**src/rtl/id_ex_pipe_reg.sv**
```systemverilog
`default_nettype none
// ============================================================================
// Module      : id_ex_pipe_reg
// Description : ID/EX pipeline register built as a two-entry skid buffer.
//               A main entry drives the outputs and a skid entry absorbs one
//               extra payload so that in_ready is a pure register output.
//               A bubble (out_valid low) presents an all-zero control bundle.
// Revision    : 1.0 - initial release
// ============================================================================
module id_ex_pipe_reg #(
   parameter int DATA_W  = 64,
   parameter int REG_W   = 5,
   parameter int CTRL_W  = 8,
   parameter int FUNCT_W = 4
) (
   input  logic               clk,
   input  logic               reset,
   input  logic               flush,
   // upstream handshake and payload
   input  logic               in_valid,
   output logic               in_ready,
   input  logic [CTRL_W-1:0]  in_ctrl,
   input  logic [FUNCT_W-1:0] in_funct,
   input  logic [REG_W-1:0]   in_rs1,
   input  logic [REG_W-1:0]   in_rs2,
   input  logic [REG_W-1:0]   in_rd,
   input  logic [DATA_W-1:0]  in_imm,
   input  logic [DATA_W-1:0]  in_rd1,
   input  logic [DATA_W-1:0]  in_rd2,
   input  logic [DATA_W-1:0]  in_pc,
   // downstream handshake and payload
   output logic               out_valid,
   input  logic               out_ready,
   output logic [CTRL_W-1:0]  out_ctrl,
   output logic [FUNCT_W-1:0] out_funct,
   output logic [REG_W-1:0]   out_rs1,
   output logic [REG_W-1:0]   out_rs2,
   output logic [REG_W-1:0]   out_rd,
   output logic [DATA_W-1:0]  out_imm,
   output logic [DATA_W-1:0]  out_rd1,
   output logic [DATA_W-1:0]  out_rd2,
   output logic [DATA_W-1:0]  out_pc,
   output logic [1:0]         occupancy
);

   // All payload fields travel together as one packed word.
   localparam int PAY_W = CTRL_W + FUNCT_W + 3 * REG_W + 4 * DATA_W;

   // State encoding equals the number of valid entries held.
   typedef enum logic [1:0] {
      EMPTY = 2'd0,
      ONE   = 2'd1,
      TWO   = 2'd2
   } state_t;

   state_t             state_q;
   state_t             state_d;
   logic               in_ready_q;
   logic [PAY_W-1:0]   main_q;
   logic [PAY_W-1:0]   skid_q;
   logic [PAY_W-1:0]   payload_in;
   logic [CTRL_W-1:0]  main_ctrl;
   logic               push;
   logic               pop;
   logic               load_main_in;
   logic               load_main_skid;
   logic               load_skid;

   assign payload_in = {in_ctrl, in_funct, in_rs1, in_rs2, in_rd,
                        in_imm, in_rd1, in_rd2, in_pc};

   assign {main_ctrl, out_funct, out_rs1, out_rs2, out_rd,
           out_imm, out_rd1, out_rd2, out_pc} = main_q;

   assign out_valid = (state_q != EMPTY);
   // Bubbles must look like a NOP downstream, so the control bundle is gated.
   assign out_ctrl  = out_valid ? main_ctrl : '0;
   assign occupancy = state_q;
   assign in_ready  = in_ready_q;

   assign push = in_valid & in_ready_q;
   assign pop  = out_valid & out_ready;

   // Next-state and load-enable decode; flush overrides every transfer.
   always_comb begin
      state_d        = state_q;
      load_main_in   = 1'b0;
      load_main_skid = 1'b0;
      load_skid      = 1'b0;
      case (state_q)
         EMPTY: begin
            if (push) begin
               state_d      = ONE;
               load_main_in = 1'b1;
            end
         end
         ONE: begin
            if (push && pop) begin
               load_main_in = 1'b1;
            end else if (push) begin
               state_d   = TWO;
               load_skid = 1'b1;
            end else if (pop) begin
               state_d = EMPTY;
            end
         end
         TWO: begin
            // in_ready is low here, so only a drain can happen.
            if (pop) begin
               state_d        = ONE;
               load_main_skid = 1'b1;
            end
         end
         default: begin
            state_d = EMPTY;
         end
      endcase
      if (flush) begin
         state_d        = EMPTY;
         load_main_in   = 1'b0;
         load_main_skid = 1'b0;
         load_skid      = 1'b0;
      end
   end

   // State register; in_ready is registered from the next state so it never
   // depends combinationally on out_ready.
   always_ff @(posedge clk) begin
      if (reset) begin
         state_q    <= EMPTY;
         in_ready_q <= 1'b1;
      end else begin
         state_q    <= state_d;
         in_ready_q <= (state_d != TWO);
      end
   end

   // Payload storage; fields keep their last value when not reloaded.
   always_ff @(posedge clk) begin
      if (reset) begin
         main_q <= '0;
         skid_q <= '0;
      end else begin
         if (load_main_in) begin
            main_q <= payload_in;
         end else if (load_main_skid) begin
            main_q <= skid_q;
         end
         if (load_skid) begin
            skid_q <= payload_in;
         end
      end
   end

endmodule
`default_nettype wire

```
**config.mk**
```make
export PLATFORM = sky130hd
export DESIGN_NAME = id_ex_pipe_reg
export DESIGN_NICKNAME = d
export VERILOG_FILES = /design/src/rtl/id_ex_pipe_reg.sv
export SDC_FILE = /design/constraint.sdc
export NUM_CORES = 1
export LEC_CHECK = 0
export BUFFER_PORTS_ARGS = -buffer_cell sky130_fd_sc_hd__buf_2
export CAP_MARGIN = 20
export CORE_UTILIZATION = 50
export CTS_BUF_LIST = sky130_fd_sc_hd__clkbuf_8
export DETAILED_ROUTE_END_ITERATION = 8
export GPL_ROUTABILITY_DRIVEN = 0
export PLACE_DENSITY_LB_ADDON = 0.08
export SKIP_LAST_GASP = 1
export SLEW_MARGIN = 40
export SYNTH_ARGS = -nofsm -noshare
export SYNTH_HDL_FRONTEND = slang
export SYNTH_SLANG_ARGS = --single-unit
```
**constraint.sdc**
```tcl
create_clock -name clk -period 2.37 [get_ports clk]
set_clock_uncertainty 0.05 [all_clocks]
set_input_delay 0.474 -clock clk [delete_from_list [all_inputs] [get_ports clk]]
set_output_delay 0.474 -clock clk [all_outputs]
set_load 0.01 [all_outputs]
```
==> results of run 1 <==
[placed cells by master (no fill, tap or decap), types with 31 or more instances in the layout]
master,instances
a21oi_1,284
a311oi_2,280
buf_12,41
buf_2,573
buf_4,31
clkbuf_8,124
dfxtp_1,568
dlygate4sd3_1,283
inv_1,32
nand2_1,1133
nor2_1,283
[kinds of logic after synthesis]
| group | count (synthesis) | share of synthesized area |
|---|---|---|
| and+or+nand+nor | 1434 | 0.210 |
| DFF | 569 | 0.440 |
| muxes | 2 | 0.000774 |
| AOI/OAI and AO/OA | 568 | 0.219 |
| buffers and inverters | 530 | 0.130 |
[metrics by stage]
stage	instances	hold WS, ns	utilization
floorplan	3103	0.387	-
global placement	3893	0.391	0.540
detailed placement	3893	0.397	0.540
CTS	4342	0.000387	0.634
global route	4349	0.0216	0.634
finish	4350	0.0547	0.634
[area by class of cell]
cell class	count	area [sq um]	area share
Tap cell	672	841	0.0262
Multi-Input combinational cell	2004	11200	0.348
Clock buffer	124	1710	0.0532
Timing Repair Buffer	929	6770	0.211
Antenna cell	8	20.0	0.000624
Inverter	2	7.51	0.000234
Clock inverter	42	195	0.00608
Sequential cell	569	11400	0.355
[worst reg2reg max path, delay by kind of cell (launching register included)]
family | cells | cell delay [ns]
AO/OA/AOI/OAI | 1 | 0.26
buffers and inverters | 2 | 0.64
AND/OR/NAND/NOR | 3 | 0.62
flip-flops | 1 | 0.33
[what timing repair did]
action | CTS | global route
endpoints found under the setup margin | 9 | 0
hold endpoints to repair | 284 | 0
hold buffers | 283 | 0
buffers inserted | 0 | 0
gates resized for setup | 3 | 0
[power by group through the flow]
stage	Sequential, mW	Clock [mW]	Combinational, mW
after detailed placement	10.4	0	2.26
after CTS	10.2	8.86	2.66
after floorplan	10.3	0	1.77
after global placement	10.4	0	2.21
after global routing	10.2	9.33	2.86
final	10.2	8.68	2.67
[flip-flops by register name, indices dropped and copies added, names as in the netlist]
register / count
main_q: 283
in_ready: 1
occupancy: 2
skid_q: 283
[worst paths after layout]
path,startpoint,endpoint,depth (start not counted)
min,in_rs2[3],skid_q[264],3
min reg2reg,skid_q[116],skid_q[116],2
max reg2reg,occupancy[0],main_q[110],6
max,occupancy[0],out_ctrl[4],4
[per-layer routing]
metal	vias up	global-route usage	share of wire
li1	11054	-	-
met1	11026	0.350	0.41
met2	815	0.457	0.46
met3	216	0.0798	0.076
met4	12	0.139	0.046
met5	-	0	0.00094
==> out/results.tsv, run 1 <==
metric	value	unit
# clock sinks	569	
critical path class	register to primary output	
cell count after synthesis	3103	
core area	50600	sq um
Area growth, synth to finish	24.1	%
Async S/R FF share, synth	0	
largest net degree at the start of global routing	81	
fin crit share	0.940	
Arrival @ worst endpoint	1.70	ns
Synth top area share	0.440	
GRT Util Overall	0.285	
remaining antenna violation count	0	
startpoint types	register	
port bufs	574	
Commonest cells post-synth	1,133 x nand2_1, 569 x dfxtp_1, 284 x a21oi_1, 284 x nor2_1, 280 x a311oi_2	
crit-path max FO	9	
post-DP HPWL	50000	um
Worst Max-Slew Pin Slew	0.523	ns
Comb pwr share	0.124	
Primary FF master, synth	dfxtp_1	
Fmax achieved	0.449	GHz
final setup vio count	0	
Detailed Routing Iterations Pass 1	5	
initial antenna violation count	14	
starting DRC count in detailed routing	1438	
fin. max-slew vios	0	
Root Buffer	clkbuf_8	
Layout Nets	3891	
Routed WL per cell	17.8	um
EDFF count, synth	0	
register-to-register path setup slack	0.38	ns
Die Area	52600	sq um
die width	229	um
Max-cap violations	0	
syn_area_per_cell	8.34	sq um
Final Routed Wirelength	77300	um
fraction of layout cells with a size suffix above 1	0.291	
pre-CTS setup slack	0.124	ns
Clk pin slew, worst setup/hold paths	0.06	ns
grt total ovfl	0	
Die Ht	229	um
synth unique cells	21	
most common cell in the netlist	nand2_1	
Final Cell Area	32100	sq um
Final Hold Viols	0	
Critical-path top delay cell	dfxtp_1	
CTS Buffer Depth	3	
H-Tree Depth	3	
Post-Syn Area	25900	sq um
DRC Markers	0	
Vias/cell	5.32	
clock network fraction of total power	0.403	
Pleak	12.4	nW
dpl cell area	27300	sq um
Critical Path RT	1.85	ns
register area share after synthesis	0.440	
CP Cell Sequence	buf_4 > nor2_4 > nor2b_1 > buf_2	
number of fill cells in the layout	4325	
vias in the first global route	22576	
post-layout total power	21.5	mW
switching share of power	0.264	
Initial Util	0.511	
Synth area leaders	dfxtp_1 44%, nand2_1 16%, a311oi_2 16%	
VDD IR-drop max	0.000461	V
Seq pwr share	0.473	
post-synth net total	3391	
P_int	15.8	mW
flops & latches, synth	569	
Largest delay share family, worst path	simple AND/OR/NAND/NOR gates	
clk_lat worst skew	0.68	ns
HP Class	input pin to register	
Sum Neg Setup Slack	0	ns
Critical Path End Type	primary output	
pwr dens	670	nW/um^2
min cycle time layout	2.23	ns
status	completed	
NetSw	5.67	mW
relative slew slack	0.651	
first-pass GRT wire length	122000	um
YS warnings	0	
CTS tree	built	
post-synth top area cell	dfxtp_1	
I/O pins	575	
FP Rows	82	
Largest stage delay, worst path	0.31	ns
Vias	23123	
unrepaired setup endpoints after global routing	false	
final worst slack	0.142	ns
cts bufs inserted	97	
buffers plus inverters on the worst setup path	2	
(Power assumes the default switching activity.)
==> inputs of run 2 (changes only) <==
--- a/config.mk
+++ b/config.mk
@@ -5,10 +5,10 @@
 export SDC_FILE = /design/constraint.sdc
 export NUM_CORES = 1
 export LEC_CHECK = 0
-export BUFFER_PORTS_ARGS = -buffer_cell sky130_fd_sc_hd__buf_2
+export BUFFER_PORTS_ARGS = -buffer_cell sky130_fd_sc_hd__buf_4
 export CAP_MARGIN = 20
 export CORE_UTILIZATION = 50
-export CTS_BUF_LIST = sky130_fd_sc_hd__clkbuf_8
+export CTS_BUF_LIST = sky130_fd_sc_hd__clkbuf_4 sky130_fd_sc_hd__clkbuf_8 sky130_fd_sc_hd__clkbuf_16
 export DETAILED_ROUTE_END_ITERATION = 8
 export GPL_ROUTABILITY_DRIVEN = 0
 export PLACE_DENSITY_LB_ADDON = 0.08
==> run 2 against run 1 <==
Critical path type unchanged. Register-to-register slack hardly changed. Hold slack better by 0.014 ns. Utilization fell by 2.7 points. Sequential power about the same. Largest cell class unchanged.
==> out/results.tsv, run 2 (synthesis gave the netlist of run 1 again) <==
metric	value	unit
I/O pins	575	
Routed WL per cell	18.6	um
Seq pwr share	0.464	
Fmax achieved	0.440	GHz
post-DP HPWL	50500	um
wl on met1	30000	um
HP Class	input pin to register	
Final Hold Viols	0	
first-pass GRT wire length	116000	um
min cycle time layout	2.27	ns
Critical-path top delay cell	dfxtp_2	
Clk pin slew, worst setup/hold paths	0.06	ns
non-filler cells in the finished layout	4002	
pwr dens	716	nW/um^2
CP dominant cell by count	buf_4	
FP Rows	82	
fin. max-slew vios	0	
remaining antenna violation count	0	
initial antenna violation count	11	
fraction of layout cells with a size suffix above 1	0.311	
fin crit share	0.960	
GRT Util Overall	0.274	
register-to-register path setup slack	0.37	ns
VDD IR-drop max	0.000511	V
P_int	16.6	mW
most frequent cells in the layout	1,133 x nand2_1, 596 x buf_4, 567 x dfxtp_1, 284 x nor2_1, 284 x a21oi_1	
hold slack	0.0686	ns
Critical Path End Type	primary output	
Largest stage delay, worst path	0.43	ns
status	completed	
switching share of power	0.245	
Die Ht	229	um
Top Metal Used	met5	
Sum Neg Setup Slack	0	ns
Max-cap violations	0	
Root Buffer	clkbuf_16	
startpoint types	register	
NetSw	5.40	mW
Area growth, synth to finish	18.9	%
commonest non-fill, non-tap cell in the layout	nand2_1	
clock network fraction of total power	0.420	
die width	229	um
Cells after DPL	3888	
buffers plus inverters on the worst setup path	2	
unrepaired setup endpoints after global routing	false	
clk_lat worst skew	0.61	ns
Comb pwr share	0.116	
# clock sinks	569	
Detailed Routing Iterations Pass 1	5	
port bufs	574	
Largest delay share family, worst path	flip-flops	
CP Cell Sequence	nor2_1 > buf_4 > nor2b_1 > buf_4	
largest net degree at the start of global routing	110	
starting DRC count in detailed routing	1495	
critical path class	register to primary output	
Arrival @ worst endpoint	1.75	ns
DRC Markers	0	
Initial Util	0.511	
core area	50600	sq um
cts bufs inserted	60	
Worst Max-Slew Pin Slew	0.578	ns
Pleak	11.4	nW
post-layout total power	22.0	mW
CTS Buffer Depth	3	
Critical Path RT	1.85	ns
Vias	21784	
met2 routed WL	34500	um
Routed met3 length	6490	um
Vias/cell	5.44	
grt total ovfl	0	
Layout Nets	3567	
vias in the first global route	20778	
Final Routed Wirelength	74500	um
relative slew slack	0.615	
CTS tree	built	
Post-CTS Setup Bufs	0	
Die Area	52600	sq um
H-Tree Depth	2	
final setup vio count	0	
crit-path max FO	9	
run 2: changes by cell type in the layout (fill, tap and decap cells not counted), moves of 3 or more:
cell / change
buf_2: -573
buf_4: +565
dlygate4sd3_1: -282
clkbuf_8: -105
clkbuf_16: +61
inv_1: -30
clkbuf_4: +14
buf_12: +3
clkinv_2: +3
run 2: worst reg2reg max path: cells and delay by family, from the launching register on:
kind / cells / cell delay, ns
compound gates: 1 / 0.26
buf+inv: 2 / 0.59
flops: 1 / 0.39
simple gates: 3 / 0.65
run 2: power groups by stage:
stage / Sequential (mW) / Combinational (mW) / Clock [mW]
2_1_floorplan: 10.3 / 1.77 / 0
4_1_cts: 10.2 / 2.57 / 9.43
3_3_place_gp: 10.4 / 2.51 / 0
3_5_place_dp: 10.4 / 2.56 / 0
6_report: 10.2 / 2.56 / 9.23
5_1_grt: 10.2 / 2.75 / 9.84
run 2: per-layer routing:
metal  GRT usage  vias to the layer above
met2       0.430                      768
met4       0.140                       10
li1            -                    10411
met5           0                        -
met1       0.340                    10421
met3      0.0793                      174
run 2: worst paths after layout:
| kind | end | depth (start not counted) | from |
|---|---|---|---|
| max | out_ctrl[2] | 4 | occupancy[1] |
| min | skid_q[127] | 3 | in_rd2[63] |
| max reg2reg | main_q[111] | 6 | occupancy[0] |
| min reg2reg | skid_q[68] | 2 | skid_q[68] |
run 2: cell type report:
cell class                 count  area [sq um]
fill                        4424         19800
sequential                   569         11400
multi-input combinational   2004         11200
timing repair buffer         642          5380
clock buffer                  94          1890
tap                          672           841
clock inverter                12          65.1
antenna                        7          17.5
inverter                       2          7.51
run 2: stage by stage:
step | setup slack [ns] | util | instance area [sq um]
2_1_floorplan | 0.541 | - | 25900
3_3_place_gp | 0.260 | 0.569 | 28800
3_5_place_dp | 0.191 | 0.569 | 28800
4_1_cts | 0.0233 | 0.608 | 30700
5_1_grt | 0.0313 | 0.608 | 30700
6_report | 0.0958 | 0.608 | 30700
run 2: what timing repair did:
| item | 4_1_cts | 5_1_grt |
|---|---|---|
| gates resized for setup | 1 | 1 |
| hold buffers | 1 | 0 |
| hold endpoints to repair | 1 | 0 |
| setup endpoints to repair | 5 | 1 |
==> inputs of run 3 (changes only) <==
==> constraint.sdc (replaced) <==
create_clock -name clk -period 2.9 [get_ports clk]
set_clock_uncertainty 0.05 [all_clocks]
set_input_delay 0.58 -clock clk [delete_from_list [all_inputs] [get_ports clk]]
set_output_delay 0.58 -clock clk [all_outputs]
set_load 0.01 [all_outputs]
==> run 3 against run 2 <==
Setup slack better by 0.35 ns. Sequential power is 18% lower. Flip-flop and latch count stayed put. Cell area is 0.12% lower. Non-clock buffer count is 6 lower. Hold slack better by 0.064 ns. Die area stayed put.
==> out/results.tsv, run 3 (synthesis gave the netlist of run 1 again) <==
metric	value	unit
status	completed	
NetSw	4.52	mW
Die Area	52600	sq um
Cells after DPL	3883	
CTS hold repair buffers	0	
CP Cell Sequence	nor2_1 > buf_4 > nor2b_1 > buf_4	
I/O pins	575	
non-filler cells in the finished layout	3996	
Detailed Routing Iterations Pass 1	5	
Arrival @ worst endpoint	1.82	ns
HP Start	flush	
Die Ht	229	um
pwr dens	603	nW/um^2
Routed WL per cell	18.8	um
startpoint types	register	
post-layout total power	18.5	mW
Final Util	0.607	
grt total ovfl	0	
reg2reg path depth	5	
Vias	21600	
starting DRC count in detailed routing	1391	
H-Tree Depth	2	
pre-CTS setup slack	0.299	ns
register-to-register path setup slack	0.45	ns
HP Class	input pin to register	
Final Routed Wirelength	75200	um
switching share of power	0.244	
Sum Neg Setup Slack	0	ns
GRT Util Overall	0.274	
Hold EP	occupancy[0]	
hold path cells	2	
core area	50600	sq um
fin. max-slew vios	0	
unrepaired setup endpoints after global routing	false	
Comb pwr share	0.112	
Clk pin slew, worst setup/hold paths	0.06	ns
Worst Max-Slew Pin Slew	0.781	ns
largest net degree at the start of global routing	103	
commonest non-fill, non-tap cell in the layout	nand2_1	
clock network fraction of total power	0.438	
crit-path max FO	9	
Vias/cell	5.41	
DRC Markers	0	
min cycle time layout	2.45	ns
# clock sinks	569	
initial antenna violation count	10	
P_int	14.0	mW
first-pass GRT wire length	116000	um
Largest stage delay, worst path	0.52	ns
remaining antenna violation count	0	
Final Hold Viols	0	
die width	229	um
fin crit share	0.846	
dpl cell area	28600	sq um
Seq pwr share	0.450	
buffers plus inverters on the worst setup path	2	
clk_lat worst skew	0.61	ns
CP dominant cell by count	buf_4	
vias in the first global route	20921	
Post-CTS Resized	0	
Area growth, synth to finish	18.7	%
FP Rows	82	
number of fill cells in the layout	4377	
critical path class	register to primary output	
CTS Buffer Depth	3	
Max-cap violations	0	
reg2reg end	main_q[184]	
Critical Path End Type	primary output	
Root Buffer	clkbuf_16	
Post-CTS Setup Bufs	0	
relative slew slack	0.480	
Largest delay share family, worst path	flip-flops	
Critical-path top delay cell	dfxtp_1	
cts bufs inserted	59	
most frequent cells in the layout	1,133 x nand2_1, 601 x buf_4, 569 x dfxtp_1, 284 x nor2_1, 284 x a21oi_1	
CTS tree	built	
post-DP HPWL	50500	um
R2R Path Start	occupancy[0]	
Layout Nets	3560	
Final Cell Area	30700	sq um
Critical Path RT	2.27	ns
hold slack	0.133	ns
VDD IR-drop max	0.000465	V
Pleak	11.4	nW
fraction of layout cells with a size suffix above 1	0.310	
final setup vio count	0	
final worst slack	0.448	ns
Fmax achieved	0.408	GHz
port bufs	574	
Initial Util	0.511	
-- run 3: changes by cell type in the layout (fill, tap and decap cells not counted), sizes merged --
cell	delta
dlygate4sd3	-1
clkinvlp	+2
bufinv	+7
clkinv	+5
buf	-5
diode	-4
clkbuf	-10
-- run 3: layout make-up --
cell class                      count  area [sq um]  share of cell area
Antenna cell                        3          7.51            0.000244
Clock buffer                       84          1790              0.0582
Clock inverter                     26           319              0.0104
Inverter                            2          7.51            0.000244
Multi-Input combinational cell   2004         11200               0.363
Sequential cell                   569         11400               0.371
Tap cell                          672           841              0.0274
Timing Repair Buffer              636          5210               0.170
-- run 3: power groups by stage --
| stage | clock network, mW | logic, mW | registers [mW] |
|---|---|---|---|
| 2_1_floorplan | 0 | 1.45 | 8.42 |
| 6_report | 8.12 | 2.08 | 8.34 |
| 4_1_cts | 8.25 | 2.08 | 8.34 |
| 3_5_place_dp | 0 | 2.08 | 8.50 |
| 5_1_grt | 8.60 | 2.22 | 8.36 |
| 3_3_place_gp | 0 | 2.04 | 8.50 |
-- run 3: metal layers --
metal | wire length, um | part of all wire | vias to the layer above | track usage
met2 | 34600 | 0.46 | 700 | 0.435
met4 | 3340 | 0.044 | 14 | 0.131
li1 | - | - | 10386 | -
met3 | 6460 | 0.086 | 163 | 0.0842
met1 | 30700 | 0.41 | 10337 | 0.338
met5 | 100 | 0.0013 | - | 0
-- run 3: how the worst max path moves through the flow --
stage	to	slack [ns]	cells past startpoint	startpoint
after global placement	main_q[56]	0.38	6	out_ready
after floorplan	main_q[0]	0.98	7	out_ready
after global routing	main_q[52]	0.26	5	occupancy[0]
after CTS	out_ctrl[4]	0.39	4	occupancy[1]
after detailed placement	main_q[52]	0.30	6	out_ready
final	out_ctrl[4]	0.45	4	occupancy[1]
